--- config.mk ---
export PLATFORM = sky130hd
export DESIGN_NAME = jtframe_ioctl_prog
export DESIGN_NICKNAME = d
export VERILOG_FILES = /design/src/rtl/jtframe_ioctl_prog.sv
export SDC_FILE = /design/constraint.sdc
export NUM_CORES = 1
export LEC_CHECK = 0
export ABC_AREA = 1
export CORE_MARGIN = 4
export CORE_UTILIZATION = 45
export CTS_BUF_LIST = sky130_fd_sc_hd__clkbuf_8
export DETAILED_ROUTE_END_ITERATION = 7
export PLACE_DENSITY = 0.74
export SKIP_CTS_REPAIR_TIMING = 1
export SYNTH_ARGS = -nofsm -noshare
export SYNTH_HDL_FRONTEND = slang
export SYNTH_SLANG_ARGS = --single-unit
--- constraint.sdc ---
create_clock -name clk -period 3.85 [get_ports clk]
set_input_delay 0.77 -clock clk [delete_from_list [all_inputs] [get_ports clk]]
set_output_delay 0.77 -clock clk [all_outputs]
set_load 0.03 [all_outputs]
--- src/rtl/jtframe_ioctl_prog.sv ---
// -----------------------------------------------------------------------------
// jtframe_ioctl_prog
//
// Purpose:
//   Turns the byte-wide ROM download stream coming from the MiST/NeptUNO SPI
//   loader into 16-bit SDRAM programming writes. Each accepted byte becomes one
//   masked word write: the byte is replicated on both lanes and the DQM-style
//   mask selects the lane that is actually written. The linear download space
//   (after an optional discarded header) is split across the four SDRAM banks.
//   One output register plus a one-entry skid buffer absorb the controller's
//   acknowledge latency. A byte arriving while both are full is dropped and
//   flagged on the sticky overflow output.
//
// Parameters:
//   SDRAMW     word-address width of prog_addr (at most 25)
//   HEADER     leading download bytes to discard; later addresses shift down
//   BA1_START  first byte offset (after header removal) mapped to bank 1
//   BA2_START  first byte offset mapped to bank 2
//   BA3_START  first byte offset mapped to bank 3
//   SWAB       1 = even bytes go to the high lane instead of the low lane
//
// Ports:
//   clk          system clock (same as clk_rom)
//   rst_n        synchronous reset, active low
//   downloading  ROM download in progress
//   ioctl_addr   byte address of the current download byte
//   ioctl_data   download byte
//   ioctl_wr     one-cycle strobe, byte valid
//   prog_addr    word address within the selected bank
//   prog_data    download byte replicated on both lanes
//   prog_mask    lane mask, 1 = lane NOT written
//   prog_ba      target bank
//   prog_we      write request, held until prog_rdy
//   prog_rdy     one-cycle write-done pulse from the SDRAM controller
//   dwnld_busy   download active or writes still pending
//   overflow     sticky: a byte was dropped because the buffer was full
// -----------------------------------------------------------------------------
module jtframe_ioctl_prog #(
  parameter int          SDRAMW    = 23,
  parameter int          HEADER    = 0,
  parameter logic [24:0] BA1_START = 25'h10_0000,
  parameter logic [24:0] BA2_START = 25'h20_0000,
  parameter logic [24:0] BA3_START = 25'h30_0000,
  parameter bit          SWAB      = 1'b0
) (
  input  logic              clk,
  input  logic              rst_n,
  input  logic              downloading,
  input  logic [24:0]       ioctl_addr,
  input  logic [7:0]        ioctl_data,
  input  logic              ioctl_wr,
  output logic [SDRAMW-1:0] prog_addr,
  output logic [15:0]       prog_data,
  output logic [1:0]        prog_mask,
  output logic [1:0]        prog_ba,
  output logic              prog_we,
  input  logic              prog_rdy,
  output logic              dwnld_busy,
  output logic              overflow
);

  // One complete SDRAM programming write, as held in OUT or in SKID.
  typedef struct packed {
    logic [SDRAMW-1:0] addr;
    logic [15:0]       data;
    logic [1:0]        mask;
    logic [1:0]        ba;
  } prog_word_t;

  localparam logic [24:0] HDR = 25'(HEADER);

  // ---------------------------------------------------------------------------
  // Header filter. With no header every address passes; the explicit branch
  // keeps the comparison from degenerating into an always-true compare.
  // ---------------------------------------------------------------------------
  logic w_hdr_ok;

  generate
    if (HEADER == 0) begin : g_no_header
      assign w_hdr_ok = 1'b1;
    end else begin : g_header
      assign w_hdr_ok = (ioctl_addr >= HDR);
    end
  endgenerate

  logic w_accept;
  assign w_accept = ioctl_wr && downloading && w_hdr_ok;

  // ---------------------------------------------------------------------------
  // Address map: header removal, bank split, byte-to-word conversion and lane
  // selection for the incoming byte.
  // ---------------------------------------------------------------------------
  logic [24:0] w_a;
  logic [24:0] w_off;
  logic [1:0]  w_ba;
  prog_word_t  w_new;

  // NOTE: every signal assigned in always_comb gets a value on every path
  // (defaults first); a path that leaves one unassigned infers a latch.
  always_comb begin
    w_a   = ioctl_addr - HDR;
    w_off = w_a;
    w_ba  = 2'd0;
    if (w_a < BA1_START) begin
      w_ba  = 2'd0;
      w_off = w_a;
    end else if (w_a < BA2_START) begin
      w_ba  = 2'd1;
      w_off = w_a - BA1_START;
    end else if (w_a < BA3_START) begin
      w_ba  = 2'd2;
      w_off = w_a - BA2_START;
    end else begin
      w_ba  = 2'd3;
      w_off = w_a - BA3_START;
    end

    w_new      = '0;
    // Word address is the byte offset halved, truncated to the SDRAM width.
    w_new.addr = SDRAMW'(w_off >> 1);
    w_new.data = {ioctl_data, ioctl_data};
    // Mask bit set = lane left untouched. Even bytes land in the low lane
    // unless the lanes are swapped.
    w_new.mask = (w_off[0] ^ SWAB) ? 2'b01 : 2'b10;
    w_new.ba   = w_ba;
  end

  // ---------------------------------------------------------------------------
  // OUT register, SKID buffer, busy and overflow flags.
  // ---------------------------------------------------------------------------
  prog_word_t r_out;
  logic       r_out_vld;
  prog_word_t r_skid;
  logic       r_skid_vld;
  logic       r_busy;
  logic       r_overflow;
  logic       r_dl_d;

  logic w_ack;
  assign w_ack = r_out_vld && prog_rdy;   // prog_rdy with nothing pending is ignored

  // NOTE: sequential state is updated only with non-blocking assignments, so
  // every right-hand side below sees the register values from before the edge.
  always_ff @(posedge clk) begin
    if (!rst_n) begin
      // NOTE: the skid payload is reset as well even though its valid bit
      // alone would suffice; it is a single word and keeps the state fully
      // defined after reset.
      r_out      <= '0;
      r_out_vld  <= 1'b0;
      r_skid     <= '0;
      r_skid_vld <= 1'b0;
      r_busy     <= 1'b0;
      r_overflow <= 1'b0;
      r_dl_d     <= 1'b0;
    end else begin
      r_dl_d <= downloading;

      // A fresh download clears the sticky overflow flag. A drop at this same
      // edge is assigned further down and therefore wins.
      if (downloading && !r_dl_d) begin
        r_overflow <= 1'b0;
      end

      // Completion of the pending write: promote SKID or go idle.
      if (w_ack) begin
        if (r_skid_vld) begin
          r_out      <= r_skid;
          r_skid_vld <= 1'b0;
        end else begin
          r_out_vld <= 1'b0;
        end
      end

      // Placement of a newly accepted byte. The later assignments override the
      // drain above where both touch the same register.
      if (w_accept) begin
        if (!r_skid_vld && (!r_out_vld || w_ack)) begin
          // OUT idle or freeing now, nothing queued ahead: straight to OUT.
          r_out     <= w_new;
          r_out_vld <= 1'b1;
        end else if (!r_skid_vld || w_ack) begin
          // Either SKID is free, or SKID is moving into OUT at this edge.
          r_skid     <= w_new;
          r_skid_vld <= 1'b1;
        end else begin
          r_overflow <= 1'b1;
        end
      end

      // Busy follows downloading but only drops once every write has landed.
      if (downloading) begin
        r_busy <= 1'b1;
      end else if (!r_out_vld && !r_skid_vld) begin
        r_busy <= 1'b0;
      end
    end
  end

  assign prog_addr  = r_out.addr;
  assign prog_data  = r_out.data;
  assign prog_mask  = r_out.mask;
  assign prog_ba    = r_out.ba;
  assign prog_we    = r_out_vld;
  assign dwnld_busy = r_busy;
  assign overflow   = r_overflow;

endmodule

==> summary.md <==
| Metric | Value |
|---|---|
| Status | finished clean |
| Synth top area cells | dfxtp_1 (47%), a21oi_1 (11%), nand2_1 (9.9%) |
| Post-synthesis sequential area ratio | 47.1% |
| Fraction of layout cells with a size suffix above 1 | 5.93% |
| Worst VDD drop | 250 uV |
| Antenna Nets Post-Route | 0 |
| Net Count, Synth | 492 |
| Largest net degree at the start of global routing | 64 |
| CTS buffer count | 9 |
| Main combinational cell family by area after synthesis | compound AO/OA/AOI/OAI gates |
| Syn. warnings | 0 |
| RSZ-0062 raised after global routing | no |
| CP arrival | 2810 ps |
| GRT Overall Usage | 17.1% |
| Routed len/inst | 12.4 um |
| Clock Pin Slew Worst Setup and Hold Paths | 80 ps |
| CTS tree | yes |
| Simple-gate share of the synthesized area | 14.2% |
| Mapped Cells | 449 |
| DP HPWL | 5130 um |
| Final Hold Violating Endpoints | 0 |
| Cell taking the most area after synthesis | dfxtp_1 |
| Post-DP Area | 0.00431 mm2 |
| Synth Register Bits | 83 |
| First-pass GRT wire length | 12500 um |
| DRT Wirelength | 7780 um |
| Post-layout nets | 561 |
| HP Class | flip-flop to flip-flop |
| Max_cap viols | 0 |
| Slew @ Worst Pin | 713 ps |
| XOR/XNOR Fraction of Synth Area | 0.248% |
| Commonest non-fill, non-tap cell in the layout | nand2_1 |
| # fillers | 679 |
| Pwr Density | 438 mW/mm2 |
| Period utilization | 66.4% |
| I/O pins | 84 |
| Most frequent cells in the layout | nand2_1 (93), dfxtp_1 (83), clkdlybuf4s50_1 (82) |
| Iter 0 DRT Violations | 162 |
| Final setup violation count | 0 |
| Dpl ws | 930 ps |
| Clock Sinks | 83 |
| IO buf count | 83 |
| Die height | 96.5 um |
| Initial antenna violation count | 0 |
| DRT Pass-1 Iters | 4 |
| Fin area | 0.00457 mm2 |
| Diodes inserted | 0 |
| Mapped Area | 0.00352 mm2 |
| Fin crit period | 2560 ps |
| Critical path type | input pin to flip-flop |
| Slew Limit Fails | 0 |
| CP max FO | 35 |
| GRT overflow | 0 |
| Distinct cells, synth | 30 |
| Worst EP required | 4100 ps |
| Die area | 0.00931 mm2 |
| Leakage Power | 1.75 nW |
| Row count | 32 |
| Multi-input logic area | 0.00150 mm2 |
| Final worst slack | 1290 ps |
| CORE AREA | 0.00769 mm2 |
| Mean post-synth cell area | 7.85 um2 |
| Clk buf depth | 2 |
| Vias in the first global route | 2837 |
| CP Launch Type | input pin |
| Setup Skew | 5.23 ps |
| Mux contribution to synthesized area | 3.41% |
| Die Span X | 96.5 um |
| Average vias per placed instance | 4.98 |
| Crit end category | flip-flop |
| Via count | 3111 |
| Post-Synth Adder-Cell Area | 1.77% |
| Routability cong. | 0.793 |
| Register area | 0.00166 mm2 |
| Post-synthesis compound-gate area fraction | 22.8% |
| Drc violations | 0 |
| Synth top area share | 47.1% |
| Setup TNS | 0 ps |
| Starting Density | 45.8% |
| H-tree Lvls | 3 |
| Clock Latency Late Sink | 340 ps |
| Fmax | 0.391 GHz |
| Rel. slew slack | 52.4% |
| Synthesis-to-layout area growth | 29.7% |
| CTS root buf | clkbuf_8 |
[kinds of logic (layout without fill, tap and decap cells)]
| logic type | after synthesis | after routing |
|---|---|---|
| buffers and inverters | 76 | 150 |
| and+or+nand+nor | 118 | 118 |
| adders and majority gates | 5 | 5 |
| AOI/OAI and AO/OA | 154 | 154 |
| muxes | 12 | 12 |
| DFF | 83 | 83 |
| xor gates and xnor gates | 1 | 1 |
[synthesized netlist by cell type (all sizes together)]
master / count
a211oi: 1
a21oi: 76
a31oi: 1
and2: 1
buf: 17
clkbuf: 10
dfxtp: 83
ha: 5
inv: 49
mux2i: 12
nand2: 94
nand3: 10
nand4: 2
nor2: 8
nor3: 1
o211ai: 3
o21a: 2
o21ai: 71
or2: 2
xor2: 1
[path summary, 6_finish.rpt]
| check | endpoint | slack (ps) | depth (start not counted) | start |
|---|---|---|---|---|
| max | prog_addr[20] | 1290 | 8 | prog_rdy |
| min | r_skid[3] | 450 | 2 | r_skid[3] |
| max reg2reg | prog_addr[20] | 1880 | 7 | flip-flop |
| min reg2reg | r_skid[3] | 450 | 2 | r_skid[3] |
[state kept, by name, indices dropped and copies added, names as in the netlist, named ones only]
register / cells
dwnld_busy: 1
overflow: 1
prog_addr: 23
prog_ba: 2
prog_data: 16
prog_mask: 2
r_dl_d: 1
r_skid: 35
r_skid_vld: 1
[through the flow]
stage | cells | util, % | power, W | hold WS, ps
2_1_floorplan | 449 | - | 0.00111 | 427
3_3_place_gp | 609 | 56.1 | 0.00124 | 436
3_5_place_dp | 609 | 56.1 | 0.00124 | 443
4_1_cts | 625 | 59.5 | 0.00202 | 455
5_1_grt | 625 | 59.5 | 0.00210 | 473
6_report | 625 | 59.5 | 0.00200 | 453
[critical path, stage by stage]
cell and delay, ps:
clkdlybuf4s50_1 560, nand2_2 130, nor2_8 460, inv_2 390, o21ai_0 260, a21oi_1 90
nand2_1 100, inv_1 30
[report_power, final]
| group | switching [W] | internal [W] |
|---|---|---|
| sequential | 0.0000207 | 0.000900 |
| combinational | 0.000173 | 0.000130 |
| clock | 0.000308 | 0.000470 |
[area by class of cell]
class,count,area share [%]
sequential,83,36.3
multi-input combinational,290,32.7
timing repair buffer,85,18.4
inverter,49,4.13
clock buffer,11,3.31
tap,102,2.79
clock inverter,5,2.35
[per-layer routing]
layer | track usage (%) | routed length [um] | up-vias
met5 | 0 | 0 | -
met4 | 7.36 | 157 | 0
met3 | 4.49 | 548 | 12
met2 | 28.6 | 3700 | 92
met1 | 20.8 | 3370 | 1388
li1 | - | - | 1619
(Power assumes the default switching activity.)
